## src/rtl/osd_ctl_pkg.sv

```systemverilog
// Shared constants and state encoding for the OSD SPI command sequencer.
package osd_ctl_pkg;

   localparam logic [7:0]  OSD_CMD_WRITE  = 8'h20;
   localparam logic [7:0]  OSD_CMD_ENABLE = 8'h40;
   localparam int unsigned OSD_LINE_BYTES = 256;

   typedef enum logic [2:0] {IDLE, START, SHIFT, TAIL, GAP} osd_state_t;

endpackage

```

## src/rtl/osd_spi_tx.sv

```systemverilog
// Byte serializer for the OSD SPI port: MSB first, DI changes with SCK falling, SCK idles low.
module osd_spi_tx #(
   parameter int unsigned SCK_DIV = 4
) (
   input  logic       clk_sys,
   input  logic       reset,
   input  logic       load,
   input  logic [7:0] byte_in,
   output logic       need_next,
   output logic       byte_done,
   output logic       sck,
   output logic       di
);

   localparam logic [7:0] DIV_LAST = 8'(SCK_DIV - 1);
   localparam logic [7:0] DIV_PRE  = 8'(SCK_DIV - 2);

   logic [7:0] sh;
   logic [7:0] div;
   logic [2:0] bit_cnt;
   logic       active;
   logic       pre;
   logic       half_end;

   assign half_end  = active && !pre && (div == DIV_LAST);
   assign byte_done = half_end && sck && (bit_cnt == 3'd7);
   // One cycle ahead of the final low-half cycle of the last bit, so a RAM read lands in time.
   assign need_next = active && !pre && !sck && (div == DIV_PRE) && (bit_cnt == 3'd7);

   // A load while idle starts a frame with one extra lead-in cycle; a load at byte_done chains seamlessly.
   always_ff @(posedge clk_sys) begin
      if (reset) begin
         sh      <= 8'd0;
         div     <= 8'd0;
         bit_cnt <= 3'd0;
         active  <= 1'b0;
         pre     <= 1'b0;
         sck     <= 1'b0;
         di      <= 1'b0;
      end else if (load && !active) begin
         active  <= 1'b1;
         pre     <= 1'b1;
         sh      <= byte_in;
         di      <= byte_in[7];
         bit_cnt <= 3'd0;
         div     <= 8'd0;
         sck     <= 1'b0;
      end else if (active) begin
         if (pre) begin
            pre <= 1'b0;
         end else if (half_end) begin
            div <= 8'd0;
            if (!sck) begin
               sck <= 1'b1;
            end else begin
               sck <= 1'b0;
               if (bit_cnt == 3'd7) begin
                  if (load) begin
                     sh      <= byte_in;
                     di      <= byte_in[7];
                     bit_cnt <= 3'd0;
                  end else begin
                     active <= 1'b0;
                     di     <= 1'b0;
                  end
               end else begin
                  sh      <= {sh[6:0], 1'b0};
                  di      <= sh[6];
                  bit_cnt <= bit_cnt + 3'd1;
               end
            end
         end else begin
            div <= div + 8'd1;
         end
      end
   end

endmodule

```

## src/rtl/osd_cmd_sequencer.sv

```systemverilog
// Arbitrates enable and line-write requests, builds OSD command frames and streams line RAM data.
module osd_cmd_sequencer #(
   parameter int unsigned SCK_DIV    = 4,
   parameter int unsigned GAP_HALVES = 2
) (
   input  logic       clk_sys,
   input  logic       reset,
   input  logic       en_req,
   input  logic       en_val,
   output logic       en_ack,
   input  logic       wr_req,
   input  logic [2:0] wr_line,
   output logic       wr_ack,
   output logic [7:0] rd_addr,
   output logic       rd_en,
   input  logic [7:0] rd_data,
   output logic       busy,
   output logic       SPI_SCK,
   output logic       SPI_SS3,
   output logic       SPI_DI
);

   import osd_ctl_pkg::*;

   localparam int unsigned HW        = $clog2(GAP_HALVES + 1);
   localparam logic [7:0]  DIV_LAST  = 8'(SCK_DIV - 1);
   localparam logic [HW-1:0] GAP_LAST = HW'(GAP_HALVES - 1);
   localparam logic [8:0]  BYTES_END = 9'(OSD_LINE_BYTES);

   osd_state_t  state;
   logic        kind_wr;
   logic        prio_wr;
   logic        have_next;
   logic        rd_pend;
   logic [7:0]  cnt;
   logic [7:0]  next_byte;
   logic [HW-1:0] halves;
   logic [8:0]  byte_cnt;

   logic        any_req;
   logic        pick_wr;
   logic        gap_end;
   logic        launch;
   logic        fetch;
   logic        tx_load;
   logic        tx_need_next;
   logic        tx_byte_done;
   logic [7:0]  cmd;
   logic [7:0]  tx_byte;

   assign any_req = en_req | wr_req;
   assign pick_wr = wr_req & (~en_req | prio_wr);
   assign cmd     = pick_wr ? (OSD_CMD_WRITE | {5'd0, wr_line}) : (OSD_CMD_ENABLE | {7'd0, en_val});
   // The final gap cycle doubles as the idle decision so back-to-back frames see exactly the gap.
   assign gap_end = (state == GAP) && (cnt == DIV_LAST) && (halves == GAP_LAST);
   assign launch  = any_req && ((state == IDLE) || gap_end);
   assign fetch   = (state == SHIFT) && kind_wr && tx_need_next && (byte_cnt != BYTES_END);
   assign tx_load = launch || (tx_byte_done && have_next);
   assign tx_byte = launch ? cmd : next_byte;

   osd_spi_tx #(.SCK_DIV(SCK_DIV)) u_tx (
      .clk_sys   (clk_sys),
      .reset     (reset),
      .load      (tx_load),
      .byte_in   (tx_byte),
      .need_next (tx_need_next),
      .byte_done (tx_byte_done),
      .sck       (SPI_SCK),
      .di        (SPI_DI)
   );

   always_ff @(posedge clk_sys) begin
      if (reset) begin
         state     <= IDLE;
         SPI_SS3   <= 1'b1;
         busy      <= 1'b0;
         en_ack    <= 1'b0;
         wr_ack    <= 1'b0;
         rd_en     <= 1'b0;
         rd_addr   <= 8'd0;
         rd_pend   <= 1'b0;
         have_next <= 1'b0;
         next_byte <= 8'd0;
         byte_cnt  <= 9'd0;
         kind_wr   <= 1'b0;
         prio_wr   <= 1'b0;
         cnt       <= 8'd0;
         halves    <= '0;
      end else begin
         en_ack  <= 1'b0;
         wr_ack  <= 1'b0;
         rd_en   <= fetch;
         rd_pend <= rd_en;
         if (fetch) begin
            rd_addr  <= byte_cnt[7:0];
            byte_cnt <= byte_cnt + 9'd1;
         end
         // RAM data is valid the cycle after the strobe.
         if (rd_pend) begin
            next_byte <= rd_data;
            have_next <= 1'b1;
         end else if (tx_byte_done && have_next) begin
            have_next <= 1'b0;
         end

         if (launch) begin
            state     <= START;
            SPI_SS3   <= 1'b0;
            busy      <= 1'b1;
            kind_wr   <= pick_wr;
            byte_cnt  <= 9'd0;
            have_next <= 1'b0;
         end else begin
            case (state)
               IDLE: ;
               START: state <= SHIFT;
               SHIFT: begin
                  if (tx_byte_done && !have_next) begin
                     state <= TAIL;
                     cnt   <= 8'd0;
                  end
               end
               TAIL: begin
                  if (cnt == DIV_LAST) begin
                     state   <= GAP;
                     SPI_SS3 <= 1'b1;
                     cnt     <= 8'd0;
                     halves  <= '0;
                     wr_ack  <= kind_wr;
                     en_ack  <= !kind_wr;
                     prio_wr <= !kind_wr;
                  end else begin
                     cnt <= cnt + 8'd1;
                  end
               end
               GAP: begin
                  if (cnt == DIV_LAST) begin
                     cnt <= 8'd0;
                     if (halves == GAP_LAST) begin
                        state <= IDLE;
                        busy  <= 1'b0;
                     end else begin
                        halves <= halves + HW'(1);
                     end
                  end else begin
                     cnt <= cnt + 8'd1;
                  end
               end
               default: state <= IDLE;
            endcase
         end
      end
   end

endmodule

```

## config.mk

```make
export PLATFORM = sky130hd
export DESIGN_NAME = osd_cmd_sequencer
export DESIGN_NICKNAME = d
export VERILOG_FILES = /design/src/rtl/osd_ctl_pkg.sv /design/src/rtl/osd_spi_tx.sv /design/src/rtl/osd_cmd_sequencer.sv
export SDC_FILE = /design/constraint.sdc
export NUM_CORES = 1
export LEC_CHECK = 0
export BUFFER_PORTS_ARGS = -buffer_cell sky130_fd_sc_hd__buf_2
export CAP_MARGIN = 15
export CORE_ASPECT_RATIO = 0.8
export CORE_UTILIZATION = 63
export CTS_CLUSTER_SIZE = 25
export DETAILED_ROUTE_END_ITERATION = 8
export GPL_TIMING_DRIVEN = 0
export PLACE_DENSITY_LB_ADDON = 0.08
export SLEW_MARGIN = 20
export SYNTH_ARGS = -nofsm -noshare
export SYNTH_HDL_FRONTEND = slang
export SYNTH_SLANG_ARGS = --single-unit
```

## constraint.sdc

```tcl
create_clock -name clk_sys -period 4.8 [get_ports clk_sys]
set_clock_uncertainty 0.05 [all_clocks]
set_input_delay 0.96 -clock clk_sys [delete_from_list [all_inputs] [get_ports clk_sys]]
set_output_delay 0.96 -clock clk_sys [all_outputs]
set_load 0.005 [all_outputs]
```

==> metrics.txt <==
Hold Buf Count CTS 0; reg-to-reg startpoint u_tx.div[3]; Final min period 2.601 ns; largest cells by area after synthesis dfxtp_1, a21oi_1, nor2_1, mux2i_1, nand2_1; number of synthesized register bits 69; Hold/Removal Path Class reg2reg; Initial Utilization 67.79%; PwrDens 313.2 nW/um2; drt pass-1 iters 8; port bufs 29; Final Wtd Congestion 0.9186; Post-CTS Setup Inserts 0; die height 66.03 um; setup TNS 0 ns; Clock Latency Late Sink 0.34 ns; root buffer cell clkbuf_8; Cell variety after synth 54; clk slew on worst S/H paths 0.07 ns; Chip Width 82.03 um; Compound-Gate Fraction of Synth Area 18.80%; Avg WL per Cell 15.67 um; H-tree depth 3; crit end category register; max-slew violations 0; mapped cell area 3228 um2; syn_area_per_cell 8.654 um2; count leader, synth dfxtp_1; CTS max path bufs 2; xor/xnor cell area share of the yosys netlist 2.442%; CTS tree built; Buf/Inv on CP 1; row cnt 22; clock sink total 69; leakage 1.380 nW; worst hold path endpoint rd_pend; maximum fanout along the worst path 8; main combinational cell family by area after synthesis simple AND/OR/NAND/NOR gates; Required @ worst endpoint 4.94 ns; status complete, no violations; reg2reg setup slack 2.20 ns; register area share after synthesis 42.79%; Synth Area in Simple Gates 23.99%; routed wire length 7474 um; Crit Path Category reg2reg; worst slew pin tran 0.7790 ns; WHS 0.4185 ns; post-route setup slack 2.199 ns; worst hold start rd_en; largest net degree at the start of global routing 12; worst hold stages 1; TritonCTS buffer count 9; Final HPWL DP 5159 um; PostCTS Resize Cnt 0; die area 5416 um2; Routed Antenna Nets 0; share of cells above drive strength 1 14.63%; top post-synthesis cells by count dfxtp_1, nor2_1, a21oi_1; Top Ports 31; number of antenna violations at the first check in global routing 0; Residual DRC 0; fmax 384.5 MHz; RSZ-0062 raised after global routing false; crit path max-delay cell type nor4_1; Post-Syn Nets 397; critical-path cell list nor4_1, and3_1, buf_2, a21oi_1, o22ai_1, o21ai_0; R2R depth 6; via count 2,968; Max-Slew Margin vs Limit 47.59%; DR iter-0 viols 314; max_cap viols 0; crit start category register; Diodes inserted 0; via/cell ratio 6.222; core area 4762 um2; Top FF cell, synth dfxtp_1; Final Total Pwr 0.001132 W; Max VDD drop 0.0003092 V; final hold vios 0; Async S/R FF share, synth 0%; first-pass GRT wire length 12,450 um; multiplexer area fraction after synthesis 4.961%; setup violators final 0; P&R area growth vs syn 11.94%; Synth Warn # 0; gr ovfl total 0; fin nets 437; adder-cell share of the synthesized area 3.101%; delay-heaviest family, CP simple AND/OR/NAND/NOR gates; R2R Path End cnt[0]; post-synth top area cell dfxtp_1; Syn Inst Count 373; CP max stage delay 0.71 ns; EDFF count, synth 0; crit path DAT 2.74 ns; GRT Util Overall 30.32%; Post-Place Setup Slack 2.171 ns; vias in the first global route 2,654; Tcrit/Tclk final 54.18%; Synth top area share 42.79%
state kept, by name, indices dropped and copies added (netlist names):
name	cells
u_tx.pre	1
prio_wr	1
rd_en	1
u_tx.bit_cnt	3
have_next	1
u_tx.di	1
rd_addr	8
kind_wr	1
cnt	8
next_byte	8
u_tx.div	8
rd_pend	1
busy	1
u_tx.active	1
wr_ack	1
halves	2
u_tx.sh	7
byte_cnt	9
SPI_SS3	1
state	3
en_ack	1
u_tx.sck	1
where the power goes:
group | internal [W] | switching [W]
Sequential | 0.000589 | 0.0000119
Clock | 0.000195 | 0.000209
Combinational | 0.0000446 | 0.0000825
Total | 0.000828 | 0.000303
cell type report:
| class | count | area, um2 |
|---|---|---|
| Multi-Input combinational cell | 273 | 1720 |
| Tap cell | 60 | 75.07 |
| Fill cell | 377 | 1149 |
| Buffer | 18 | 77.57 |
| Clock inverter | 5 | 27.53 |
| Inverter | 13 | 48.80 |
| Timing Repair Buffer | 29 | 145.1 |
| Sequential cell | 69 | 1381 |
| Clock buffer | 10 | 137.6 |
cells by family (layout without fill, tap and decap cells):
logic type                 count (synthesis)  in the layout
xor gates and xnor gates                   9              9
buffers and inverters                     31             75
muxes                                     16             16
AOI/OAI and AO/OA                         93             93
adders and majority gates                  8              8
DFF                                       69             69
and+or+nand+nor                          147            147
worst max path at each step:
stage | from | endpoint | cells after the start
floorplan | en_req | u_tx.sh[6] | 6
global placement | en_req | u_tx.sh[4] | 6
detailed placement | en_req | cnt[0] | 6
CTS | u_tx.div[3] | cnt[0] | 6
global route | cnt[0] | u_tx.sck | 6
finish | u_tx.div[3] | cnt[0] | 6
worst register-to-register path: cells and delay by family, from the launching register on:
family / cells / cell delay [ns]
AOI/OAI and AO/OA: 3 / 0.89
and+or+nand+nor: 2 / 0.98
buffers and inverters: 1 / 0.18
DFF: 1 / 0.35
placed cells by master, fill, tap and decap left out, types with 12 or more instances in the layout:
cell type   n
mux2i_1    16
dfxtp_1    69
clkbuf_1   12
nand3_1    15
o21ai_0    15
inv_1      12
buf_2      34
nor2_1     43
a21oi_1    33
nand2_1    28
through the flow:
step	utilization (%)	area, um2	std cells
after global routing	75.88	3613	477
final	75.88	3613	477
after global placement	72.41	3448	462
after floorplan	-	3228	373
after detailed placement	72.41	3448	462
after CTS	75.88	3613	477
routing by layer:
layer	GRT usage [%]	routed length, um	vias to the layer above
met2	46.59	3285	116
met4	8.333	78	0
met1	41.62	3622	1388
met3	8.138	487	15
met5	0	0	-
li1	-	-	1449
Power figures use the tool's default switching activity.
